==> src/rtl/conv_fifo_fill.sv <==
// FIFO-fill responder: walks a feature map in BRAM and scatters every KxK stride-1
// window, tap by tap, into the per-tap systolic-array input FIFOs.
module conv_fifo_fill #(
   parameter int unsigned array_size   = 9,
   parameter int unsigned data_size    = 16,
   parameter int unsigned dimdata_size = 16
) (
   input  logic                    clk,
   input  logic                    reset,
   input  logic                    fill_reset,
   input  logic                    fill_enable,
   input  logic [13:0]             initial_address,
   input  logic [dimdata_size-1:0] image_height,
   input  logic [dimdata_size-1:0] image_width,
   input  logic [3:0]              kernel_size,
   input  logic [7:0]              fifo_offset,
   output logic                    fill_done,
   output logic                    busy,
   output logic                    mem_en,
   output logic [13:0]             mem_addr,
   input  logic [data_size-1:0]    mem_rdata,
   output logic [array_size-1:0]   fifo_w_en,
   output logic [data_size-1:0]    fifo_w_data,
   input  logic [array_size-1:0]   fifo_full
);

   localparam int unsigned AW = 14;
   localparam int unsigned KW = 4;
   localparam int unsigned OW = 8;
   localparam int unsigned LW = 9;
   localparam int unsigned IW = (array_size > 1) ? $clog2(array_size) : 1;
   localparam logic [LW-1:0] LANES = LW'(array_size);

   typedef enum logic [2:0] {IDLE, ISSUE, CAPTURE, PUSH, DONE} state_t;

   state_t                  state;
   logic [AW-1:0]           base;
   logic [dimdata_size-1:0] img_w;
   logic [dimdata_size-1:0] h_lim;
   logic [dimdata_size-1:0] w_lim;
   logic [KW-1:0]           k;
   logic [OW-1:0]           offset;
   logic [dimdata_size-1:0] r;
   logic [dimdata_size-1:0] c;
   logic [KW-1:0]           ky;
   logic [KW-1:0]           kx;
   logic [LW-1:0]           lane;

   logic [dimdata_size-1:0] nxt_r;
   logic [dimdata_size-1:0] nxt_c;
   logic [KW-1:0]           nxt_ky;
   logic [KW-1:0]           nxt_kx;
   logic [LW-1:0]           nxt_lane;
   logic [AW-1:0]           nxt_addr;
   logic [IW-1:0]           lane_idx;
   logic                    last_tap;
   logic                    lane_ok;
   logic                    push_ok;
   logic                    advance;
   logic                    degenerate;

   // Successor of the current tap in r/c/ky/kx order, and the lane/address it maps to.
   always_comb begin
      nxt_r    = r;
      nxt_c    = c;
      nxt_ky   = ky;
      nxt_kx   = kx;
      last_tap = 1'b0;
      if (kx != k - KW'(1)) begin
         nxt_kx = kx + KW'(1);
      end else begin
         nxt_kx = '0;
         if (ky != k - KW'(1)) begin
            nxt_ky = ky + KW'(1);
         end else begin
            nxt_ky = '0;
            if (c != w_lim) begin
               nxt_c = c + dimdata_size'(1);
            end else begin
               nxt_c = '0;
               if (r != h_lim) nxt_r = r + dimdata_size'(1);
               else            last_tap = 1'b1;
            end
         end
      end
      nxt_lane = LW'(offset) + LW'(nxt_ky) * LW'(k) + LW'(nxt_kx);
      nxt_addr = base + (AW'(nxt_r) + AW'(nxt_ky)) * AW'(img_w) + AW'(nxt_c) + AW'(nxt_kx);
   end

   // The write must be qualified by the full flag in the same cycle, so the enable is not registered.
   always_comb begin
      lane_ok    = (lane < LANES);
      lane_idx   = IW'(lane);
      push_ok    = (state == PUSH) && !fifo_full[lane_idx];
      advance    = ((state == ISSUE) && !lane_ok) || push_ok;
      fifo_w_en  = push_ok ? (array_size'(1) << lane_idx) : '0;
      degenerate = (kernel_size == '0) ||
                   (image_height < dimdata_size'(kernel_size)) ||
                   (image_width  < dimdata_size'(kernel_size));
   end

   always_ff @(posedge clk or negedge reset) begin
      if (!reset) begin
         state       <= IDLE;
         fill_done   <= 1'b0;
         busy        <= 1'b0;
         mem_en      <= 1'b0;
         mem_addr    <= '0;
         fifo_w_data <= '0;
         base        <= '0;
         img_w       <= '0;
         h_lim       <= '0;
         w_lim       <= '0;
         k           <= '0;
         offset      <= '0;
         r           <= '0;
         c           <= '0;
         ky          <= '0;
         kx          <= '0;
         lane        <= '0;
      end else if (!fill_reset) begin
         state       <= IDLE;
         fill_done   <= 1'b0;
         busy        <= 1'b0;
         mem_en      <= 1'b0;
         mem_addr    <= '0;
         fifo_w_data <= '0;
         base        <= '0;
         img_w       <= '0;
         h_lim       <= '0;
         w_lim       <= '0;
         k           <= '0;
         offset      <= '0;
         r           <= '0;
         c           <= '0;
         ky          <= '0;
         kx          <= '0;
         lane        <= '0;
      end else begin
         case (state)
            IDLE: begin
               if (fill_enable) begin
                  base   <= initial_address;
                  img_w  <= image_width;
                  h_lim  <= image_height - dimdata_size'(kernel_size);
                  w_lim  <= image_width - dimdata_size'(kernel_size);
                  k      <= kernel_size;
                  offset <= fifo_offset;
                  r      <= '0;
                  c      <= '0;
                  ky     <= '0;
                  kx     <= '0;
                  lane   <= LW'(fifo_offset);
                  if (degenerate) begin
                     state <= DONE;
                  end else begin
                     // Read for tap 0 is launched on entry so ISSUE itself carries mem_en.
                     state    <= ISSUE;
                     busy     <= 1'b1;
                     mem_en   <= (LW'(fifo_offset) < LANES);
                     mem_addr <= initial_address;
                  end
               end
            end
            ISSUE: begin
               if (lane_ok) begin
                  mem_en <= 1'b0;
                  state  <= CAPTURE;
               end
            end
            CAPTURE: begin
               fifo_w_data <= mem_rdata;
               state       <= PUSH;
            end
            PUSH: ;
            DONE: begin
               fill_done <= 1'b1;
               busy      <= 1'b0;
            end
            default: state <= IDLE;
         endcase

         // Step to the next tap after a push or a skipped (out-of-range lane) tap.
         if (advance) begin
            r    <= nxt_r;
            c    <= nxt_c;
            ky   <= nxt_ky;
            kx   <= nxt_kx;
            lane <= nxt_lane;
            if (last_tap) begin
               state  <= DONE;
               busy   <= 1'b0;
               mem_en <= 1'b0;
            end else begin
               state    <= ISSUE;
               mem_en   <= (nxt_lane < LANES);
               mem_addr <= nxt_addr;
            end
         end
      end
   end

endmodule
==> config.mk <==
export PLATFORM = sky130hd
export DESIGN_NAME = conv_fifo_fill
export DESIGN_NICKNAME = d
export VERILOG_FILES = /design/src/rtl/conv_fifo_fill.sv
export SDC_FILE = /design/constraint.sdc
export NUM_CORES = 1
export LEC_CHECK = 0
export ABC_AREA = 1
export CAP_MARGIN = 40
export CELL_PAD_IN_SITES_DETAIL_PLACEMENT = 0
export CELL_PAD_IN_SITES_GLOBAL_PLACEMENT = 1
export CORE_UTILIZATION = 32
export CTS_BUF_LIST = sky130_fd_sc_hd__clkbuf_2
export CTS_CLUSTER_SIZE = 30
export DETAILED_ROUTE_END_ITERATION = 8
export PLACE_DENSITY = 0.62
export RECOVER_POWER = 25
export SETUP_SLACK_MARGIN = 0.5
export SKIP_CTS_REPAIR_TIMING = 1
export SYNTH_ARGS = -nofsm -noshare
export SYNTH_HDL_FRONTEND = slang
export SYNTH_SLANG_ARGS = --single-unit
==> constraint.sdc <==
create_clock -name clk -period 9.7 [get_ports clk]
set_input_delay 1.94 -clock clk [delete_from_list [all_inputs] [get_ports clk]]
set_output_delay 1.94 -clock clk [all_outputs]
set_load 0.005 [all_outputs]
==> flow_summary.yaml <==
cts:
  clock_latency_ns: 1.04
  path_clk_slew_ns: 0.31
  cts_htree_levels: 4
  cts_buffers: 17
  clock-sinks: 157
  root_buffer: "clkbuf_2"
  clk_path_buf_depth: 2
  cts_tree: "built"
timing:
  clock.fmax_mhz: 115
  drv_slew: 65
  finalCritPeriodShare: 0.894
  slew_headroom: -1.54
  worst_pin_slew_ns: 3.81
  hold_viol_final: 0
  setup_viol: 0
  tns_ns: 0
  fin_crit_ns: 8.67
  rsz0062_at_grt: "no"
  fin_skew_ns: 0.0475
floorplan:
  dieHeight_um: 213
  core_sq_um: 43500
  io_pins: 129
  dieArea_sq_um: 45400
  row_count: 76
  die_x_um: 213
  start_util: 0.328
power:
  leakagePower_uw: 0.00830
  p_per_area_nw_per_um2: 150
  p_total_uw: 2490
  peakVddDrop_mv: 0.0814
routing:
  vias_per_cell: 4.86
  drt_iter0_drc: 728
  first_pass_iters: 6
  postRouteAntennaNets: 0
  routed_wl_um: 47400
  drc: 0
  wire_per_inst_um: 17.8
  vias: 12900
finish:
  final_net_count: 2330
  finish.utilization: 0.382
  design_area_sq_um: 16600
  instances_no_fill: 2663
  drive_gt1_frac: 0.0583
  area_growth_pct: 16.6
run_status:
  violations: "capacitance limit, slew limit"
  status: "complete, but fails checks"
worst_setup_path:
  crit_fanout: 12
  worst_path_max_delay_cell: "fa_1"
  cp_top_family: "adder cells"
  cp_num_buf_inv: 12
  worst-setup-path-type: "reg -> reg"
  max_stage_delay_ns: 0.54
  worstPathRequired_ns: 10.65
  crit_arrival_ns: 9.62
  r2r_slack_ns: 1.03
  critPathCaptureType: "flip-flop"
  critPathLaunchType: "flip-flop"
  cp_common_cell: "inv_1"
place:
  dp_hpwl_um: 37400
  postPlaceCellArea_sq_um: 16300
  dp.cells: 2621
  globalplace.congestion: 0.851
  port_buffers: 128
yosys:
  synth-edff-count: 0
  seq_area_frac_synth: 0.276
  syn-mean-instance-area_sq_um: 7.38
  syn_inst: 1930
  yosys_warnings: 0
  yosysTopAreaCell: "dfrtp_1"
  netlist_area_sq_um: 14200
  synth_cell_type_count: 57
  synth_ff_type: "dfrtp_1"
  async_reset_ff_frac: 1.00
  synth.area.top_cells: "dfrtp_1 28%, fa_1 15%, nand2_1 11%, inv_1 11%, ha_1 6.6%"
  synth_seq_cells: 157
  synth_top_area_share: 0.276
  synthesis.nets: 2197
run:
  max_cap_viol_count: 1
global_route:
  grt_pass1_wl_um: 75500
  grtUsageTotal: 0.222
  grt_max_degree: 65
  grt_antenna_before_repair: 3
  grt-ovfl-total: 0
  grt_pass1_vias: 13200
min_path:
  hold_path_class: "reg -> reg"
-- worst min-delay path, cell delays in order (launching register included) --
cell and delay, ns:
dfrtp_1 0.43, inv_1 0.06, a21oi_1 0.06
-- kinds of logic (layout without fill, tap and decap cells) --
family	Yosys count	in the layout	share of synthesized area
flops	157	157	0.276
simple gates	798	800	0.241
fa+ha+maj	180	180	0.213
xor+xnor	46	46	0.0283
buf+inv	474	618	0.127
compound gates	275	275	0.114
other cells	0	2	0
-- cell type report --
class	count	area, sq um
Fill cell	4639	26800
Multi-Input combinational cell	1301	8570
Sequential cell	157	3930
Inverter	432	1620
Timing Repair Buffer	154	1500
Tap cell	585	732
Clock inverter	15	166
Clock buffer	17	85.1
Antenna cell	2	5.00
-- synthesized netlist by cell type, types with 3 or more instances --
cell type and count:
nand2_1 410, inv_1 409, nor2_1 178, dfrtp_1 157
fa_1 105, o21ai_0 102, nand3_1 101, ha_1 75
o22ai_1 61, a21oi_1 55, nor3_1 35, clkbuf_1 34
xor2_1 30, nand4_1 21, xnor2_1 16, inv_2 15
nand2_2 15, nor2_2 9, clkinv_1 7, a22o_1 6
o221ai_1 6, a221oi_1 5, o32ai_1 5, a22oi_1 4
a31oi_1 4, and2_1 4, nand2_4 4, nor2_4 4
o211ai_1 4, a32o_1 3, buf_1 3, nor4_1 3
o21ai_1 3, o31ai_1 3, or2_2 3
-- through the flow --
stage / setup slack [ns] / hold WS [ns]
floorplan: 1.75 / 0.449
global route: 0.510 / 0.569
detailed placement: 0.637 / 0.481
finish: 1.03 / 0.538
global placement: 0.806 / 0.478
CTS: 0.533 / 0.519
-- sequential cells by signal (all words and copies together), names as in the netlist, 3 cells and up --
| signal | cells |
|---|---|
| fifo_w_data | 16 |
| mem_addr | 14 |
| k | 4 |
| lane | 9 |
| ky | 4 |
| kx | 4 |
| state | 3 |
| offset | 8 |
| base | 14 |
| img_w | 14 |
| c | 16 |
| w_lim | 16 |
| r | 16 |
| h_lim | 16 |
-- where the power goes --
| part | internal [uW] | total (uW) | switching, uW | leakage, uW |
|---|---|---|---|---|
| clock network | 111 | 439 | 328 | 0.000153 |
| registers | 782 | 893 | 110 | 0.00214 |
| logic | 414 | 1160 | 747 | 0.00601 |
| total | 1310 | 2490 | 1190 | 0.00830 |
-- final timing paths --
path / from / end / depth (start not counted)
setup / recovery: k[0] / mem_addr[12] / 42
hold / removal: lane[7] / lane[7] / 2
setup reg to reg: k[0] / mem_addr[12] / 42
hold reg to reg: lane[7] / lane[7] / 2
max in group asynchronous: reset / h_lim[14] / 4
min in group asynchronous: reset / fifo_w_data[9] / 1
-- cell usage in the layout (no fill, tap or decap), types with 5 or more instances in the layout --
cell / count
a21oi_1: 55
nor2_2: 10
dfrtp_1: 157
fa_1: 104
nand2_1: 409
o22ai_1: 61
nand4_1: 21
inv_2: 15
xor2_1: 30
nand2_4: 5
inv_8: 6
o32ai_1: 5
o221ai_1: 6
nand2_2: 15
o21ai_0: 101
nor2_4: 8
clkinv_1: 7
inv_6: 6
buf_4: 20
nor3_1: 34
clkbuf_2: 17
inv_1: 409
clkdlybuf4s50_1: 126
a22o_1: 6
nor2_1: 175
ha_1: 75
a221oi_1: 5
xnor2_1: 16
nand3_1: 100
-- layer usage --
metal,global-route usage,share of wire,wire length [um],up-vias
met2,0.356,0.46,22000,267
met1,0.304,0.48,22600,6279
met5,0,0.00036,17,-
met3,0.0353,0.036,1730,57
met4,0.0732,0.023,1110,2
li1,-,-,-,6328
Power figures use the tool's default switching activity.
